$ cat src/rtl/ifetch_queue.sv
// Purpose : instruction fetch engine plus small in-order instruction queue with redirect flush.
// Latency : o_mem_req at cycle T, i_mem_rvalid at T+1 -> o_instr_valid at T+2 (empty queue).
// Backpressure: i_instr_ready=0 lets the queue fill; no new read is issued while it is full.
//
// Ports:
//   i_clk, i_rst_n              clock (rising edge), async active-low reset
//   i_redirect, i_redirect_pc   branch/jump redirect strobe and target
//   o_mem_req, o_mem_addr       single-cycle read request to instruction memory
//   i_mem_rvalid, i_mem_rdata   read response (one outstanding read at most)
//   o_instr_valid, o_instr,     queue head: valid flag, instruction word and its address
//   o_instr_pc, i_instr_ready   consumer accepts the head when valid & ready
module ifetch_queue #(
  parameter int                    ADDR_WIDTH = 14,
  parameter int                    DATA_WIDTH = 16,
  parameter int                    DEPTH      = 4,
  parameter logic [ADDR_WIDTH-1:0] RESET_PC   = 14'h2000
) (
  input  logic                  i_clk,
  input  logic                  i_rst_n,
  input  logic                  i_redirect,
  input  logic [ADDR_WIDTH-1:0] i_redirect_pc,
  output logic                  o_mem_req,
  output logic [ADDR_WIDTH-1:0] o_mem_addr,
  input  logic                  i_mem_rvalid,
  input  logic [DATA_WIDTH-1:0] i_mem_rdata,
  output logic                  o_instr_valid,
  output logic [DATA_WIDTH-1:0] o_instr,
  output logic [ADDR_WIDTH-1:0] o_instr_pc,
  input  logic                  i_instr_ready
);

  localparam int PW = $clog2(DEPTH);
  localparam int CW = PW + 1;
  localparam logic [CW-1:0] DEPTH_C = CW'(DEPTH);

  typedef enum logic [1:0] {
    FETCH = 2'd0,
    WAIT  = 2'd1,
    KILL  = 2'd2
  } state_t;

  state_t                r_state;
  state_t                w_state_nxt;
  logic [ADDR_WIDTH-1:0] r_fetch_pc;
  logic [CW-1:0]         r_count;
  logic [PW-1:0]         r_wr_ptr;
  logic [PW-1:0]         r_rd_ptr;
  logic [DATA_WIDTH-1:0] r_q_dat [DEPTH];
  logic [ADDR_WIDTH-1:0] r_q_pc  [DEPTH];

  logic w_mem_req;
  logic w_push;
  logic w_pop;

  // A redirect suppresses the request, the push and the pop in the same cycle.
  assign w_mem_req = (r_state == FETCH) && (r_count < DEPTH_C) && !i_redirect;
  assign w_push    = (r_state == WAIT) && i_mem_rvalid && !i_redirect;
  assign w_pop     = (r_count != '0) && i_instr_ready && !i_redirect;

  assign o_mem_req     = w_mem_req;
  assign o_mem_addr    = r_fetch_pc;
  assign o_instr_valid = (r_count != '0);
  assign o_instr       = r_q_dat[r_rd_ptr];
  assign o_instr_pc    = r_q_pc[r_rd_ptr];

  always_comb begin
    w_state_nxt = r_state;
    case (r_state)
      FETCH: begin
        // rvalid is deliberately ignored here: no read of ours is outstanding.
        if (w_mem_req) w_state_nxt = WAIT;
      end
      WAIT: begin
        if (i_mem_rvalid)    w_state_nxt = FETCH;  // data pushed or, on redirect, dropped
        else if (i_redirect) w_state_nxt = KILL;   // stale response still in flight
      end
      KILL: begin
        // The stale response retires the outstanding read even if a new
        // redirect lands on the same cycle; otherwise we would wait forever.
        if (i_mem_rvalid) w_state_nxt = FETCH;
      end
      default: w_state_nxt = FETCH;
    endcase
  end

  always_ff @(posedge i_clk or negedge i_rst_n) begin
    if (!i_rst_n) begin
      r_state    <= FETCH;
      r_fetch_pc <= RESET_PC;
      r_count    <= '0;
      r_wr_ptr   <= '0;
      r_rd_ptr   <= '0;
    end else begin
      r_state <= w_state_nxt;
      if (i_redirect) begin
        r_fetch_pc <= i_redirect_pc;
        r_count    <= '0;
        r_wr_ptr   <= '0;
        r_rd_ptr   <= '0;
      end else begin
        if (w_push) begin
          r_fetch_pc <= r_fetch_pc + ADDR_WIDTH'(1);  // wraps naturally at 2^ADDR_WIDTH
          r_wr_ptr   <= r_wr_ptr + PW'(1);
        end
        if (w_pop) r_rd_ptr <= r_rd_ptr + PW'(1);
        case ({w_push, w_pop})
          2'b10:   r_count <= r_count + CW'(1);
          2'b01:   r_count <= r_count - CW'(1);
          default: r_count <= r_count;
        endcase
      end
    end
  end

  // Queue storage needs no reset: contents are qualified by r_count.
  always_ff @(posedge i_clk) begin
    if (w_push) begin
      r_q_dat[r_wr_ptr] <= i_mem_rdata;
      r_q_pc[r_wr_ptr]  <= r_fetch_pc;
    end
  end

endmodule
$ cat config.mk
export PLATFORM = sky130hd
export DESIGN_NAME = ifetch_queue
export DESIGN_NICKNAME = d
export VERILOG_FILES = /design/src/rtl/ifetch_queue.sv
export SDC_FILE = /design/constraint.sdc
export NUM_CORES = 1
export LEC_CHECK = 0
export ABC_AREA = 1
export CELL_PAD_IN_SITES_DETAIL_PLACEMENT = 1
export CELL_PAD_IN_SITES_GLOBAL_PLACEMENT = 1
export CORE_ASPECT_RATIO = 1.2
export CORE_MARGIN = 1.5
export CORE_UTILIZATION = 39
export DETAILED_ROUTE_END_ITERATION = 16
export GPL_TIMING_DRIVEN = 0
export PLACE_DENSITY_LB_ADDON = 0.1
export SLEW_MARGIN = 20
export SYNTH_ARGS = -nofsm -noshare
export SYNTH_HDL_FRONTEND = slang
export SYNTH_SLANG_ARGS = --single-unit
$ cat constraint.sdc
create_clock -name i_clk -period 2.41 [get_ports i_clk]
set_clock_uncertainty 0.15 [all_clocks]
set_input_delay 0.3615 -clock i_clk [delete_from_list [all_inputs] [get_ports i_clk]]
set_output_delay 0.3615 -clock i_clk [all_outputs]
set_load 0.01 [all_outputs]
==> out/qor.csv <==
metric,value,unit
status,finished clean,
cts_root_buf,clkbuf_16,
fp-row-count,49,
cap_viol_max_count,0,
io_buffer_count,80,
yosys.area.top_type,edfxtp_1,
antenna_found_initial,0,
cp-end-kind,output pin,
dp_hpwl,9890,um
worst_slew_pin_slew,616,ps
mostFrequentLayoutCell,edfxtp_1,
syn-cell-area,0.00591,mm^2
rsz0062_at_grt,false,
clk_pin_slew_worst_paths,60,ps
fill_cells,1587,
r2r_start,r_state[1],
dieHeight,138,um
crit_type,reg2out,
ys_ff_latch,143,
setup_ws,51.8,ps
clock_sinks,143,
io-pin-count,81,
wire_per_inst,18.4,um
grt_pass1_wl,23500,um
powerDensity,981,mW/mm^2
rrSetupSlack,210,ps
finalCritPeriodShare,97.9,%
r2r_cells,11,
netlist_instances,501,
vias,4216,
routed_wl,15100,um
drv_slew,0,
drc_errors,0,
drt_pass1_iterations,4,
startpoint_type,flop,
final_nets,646,
antenna_left,0,
leakage,2.93,nW
cts-htree-levels,4,
grt_max_degree,24,
cp_max_fo,10,
dieArea,0.0159,mm^2
synth_nets,542,
slowest_stage,dfrtp_1,
crit_arrival,1850,ps
cts_made_buffers,17,
yosysWarnings,0,
final-setup-viol-count,0,
final_cell_mix,"120 x edfxtp_1, 79 x nor2_1, 64 x o21ai_0",
hp-start,i_redirect,
hold_depth,5,
gp_congestion,0.775,
area_growth,31.9,%
crit_path_frequent_cell,buf_4,
die_x,115,um
crit_buf_inv,4,
grt_util_all_layers,20.3,%
ys_seq_area_share,70.7,%
max-slew-margin-rel,58.9,%
finalCriticalPeriod,2360,ps
overflow,0,
fin_tns_setup,0,ps
hold_violations,0,
design.core.area,0.0149,mm^2
diodes,0,
peakVddDrop,0.567,mV
crit_family,buffers and inverters,
layout-drive-gt1-share,12.6,%
hold_path.class,in2reg,
crit_path_cell_trace,buf_4 -> inv_4 -> buf_4 -> o21ai_0 -> o22ai_1 -> dlygate4sd2_1,
netlist_top_cells_area,"edfxtp_1 61%, dfrtp_1 9.3%, o21ai_0 5.9%",
clk_latency,420,ps
cpPeakStageDelay,370,ps
clock_path_buffers,2,
fmax,0.424,GHz
avgSynthCellArea,11.8,um^2
avgViaCountPerCell,5.13,
initial_core_util,39.7,%
cts_tree,yes,
whs_endpoint,o_mem_addr[13],
drtIter0Drc,313,
required,1900,ps
post_cts_buffers,0,
pre_cts_ws,-255,ps
synth_cell_type_count,36,
grt_pass1_vias,4338,
r2r-end,r_count[2],
synthDominantCellAreaShare,60.9,%
-- worst register-to-register path: stages, from the launching register on --
cell,delay [ps]
dfrtp_1,410
inv_1,210
nand3_4,150
nand2_4,110
buf_6,140
nor2_1,70
fa_1,390
xor2_1,160
nand3b_1,170
nand2_1,90
nand2_1,50
nand2_1,60
-- cell usage after synthesis --
cell type	count
edfxtp_1	120
inv_1	29
nand3_1	21
a211oi_2	1
ha_1	5
o31ai_1	1
xor2_1	3
o211ai_1	1
buf_6	1
nand4_1	3
a21o_1	1
buf_2	4
nor4_1	1
o21ai_1	1
nor2_2	2
dfstp_2	1
nand3_4	1
o22ai_1	30
clkinv_1	1
o21bai_1	1
a31oi_1	1
a21oi_2	1
nand2_1	63
nor3_1	3
inv_2	2
a21oi_1	4
xnor2_1	1
o21ai_0	70
dfrtp_1	22
nand2_4	2
nand3b_1	1
clkbuf_1	17
nand4_4	1
fa_1	1
nand2_2	1
nor2_1	83
-- metal layers --
| metal | vias up | global-route usage [%] | part of all wire (%) |
|---|---|---|---|
| met5 | - | 0 | 0 |
| met4 | 0 | 7.34 | 1.8 |
| met3 | 24 | 4.68 | 3.8 |
| met2 | 100 | 34.8 | 52 |
| met1 | 2099 | 25.2 | 42 |
| li1 | 1993 | - | - |
-- where the power goes --
group / switching [mW] / internal, mW / leakage [nW]
combinational: 1.05 / 0.755 / 1.24
clock: 0.982 / 1.78 / 0.324
sequential: 0.205 / 2.89 / 1.37
-- metrics by stage --
| step | power [mW] | utilization [%] | std cells | hold WS, ps | area [um^2] |
|---|---|---|---|---|---|
| floorplan | 4.00 | - | 501 | -84.1 | 5910 |
| CTS | 7.71 | 52.3 | 822 | 328 | 7790 |
| global route | 8.01 | 52.4 | 822 | 340 | 7800 |
| global placement | 4.92 | 46.8 | 785 | 392 | 6970 |
| finish | 7.65 | 52.4 | 822 | 306 | 7800 |
| detailed placement | 5.00 | 47.6 | 789 | 251 | 7100 |
-- layout make-up --
class	instances	area, um^2	share of cell area, %
Sequential cell	143	4180	53.6
Multi-Input combinational cell	304	1560	20.0
Timing Repair Buffer	85	866	11.1
Clock buffer	25	582	7.46
Tap cell	204	255	3.27
Buffer	22	170	2.18
Inverter	32	123	1.57
Clock inverter	7	63.8	0.818
-- how the worst max path moves through the flow --
stage	end	cells after the start	startpoint
floorplan	r_q_dat[0][0]	3	r_state[1]
global placement	r_q_dat[3][6]	4	i_redirect
detailed placement	r_q_pc[3][12]	5	i_redirect
CTS	o_instr_pc[5]	6	r_rd_ptr[0]
global route	o_instr_pc[2]	6	r_rd_ptr[0]
finish	o_instr_pc[0]	6	r_rd_ptr[0]
-- flip-flops by register name (all words and copies together), names as in the netlist --
name / flops
o_mem_addr: 14
r_count: 3
r_q_dat: 64
r_q_pc: 56
r_rd_ptr: 2
r_state: 2
r_wr_ptr: 2
-- repair_timing --
action / in CTS / in global routing
gates resized for setup: 66 / 21
hold buffers: 1 / 0
cloned: 0 / 0
pin swaps: 0 / 1
endpoints found under the setup margin: 31 / 28
hold endpoints to repair: 22 / 0
-- cells by family (layout without fill, tap and decap cells) --
kind of cell | Yosys count | in the layout | synth area share, %
AO/OA/AOI/OAI | 112 | 112 | 10.5
XOR/XNOR | 4 | 4 | 0.592
adder cells (fa/ha/maj) | 6 | 6 | 1.40
buffers and inverters | 54 | 171 | 3.64
flip-flops | 143 | 143 | 70.7
AND/OR/NAND/NOR | 182 | 182 | 13.2
Note: power is estimated with default switching activity, not from simulation.
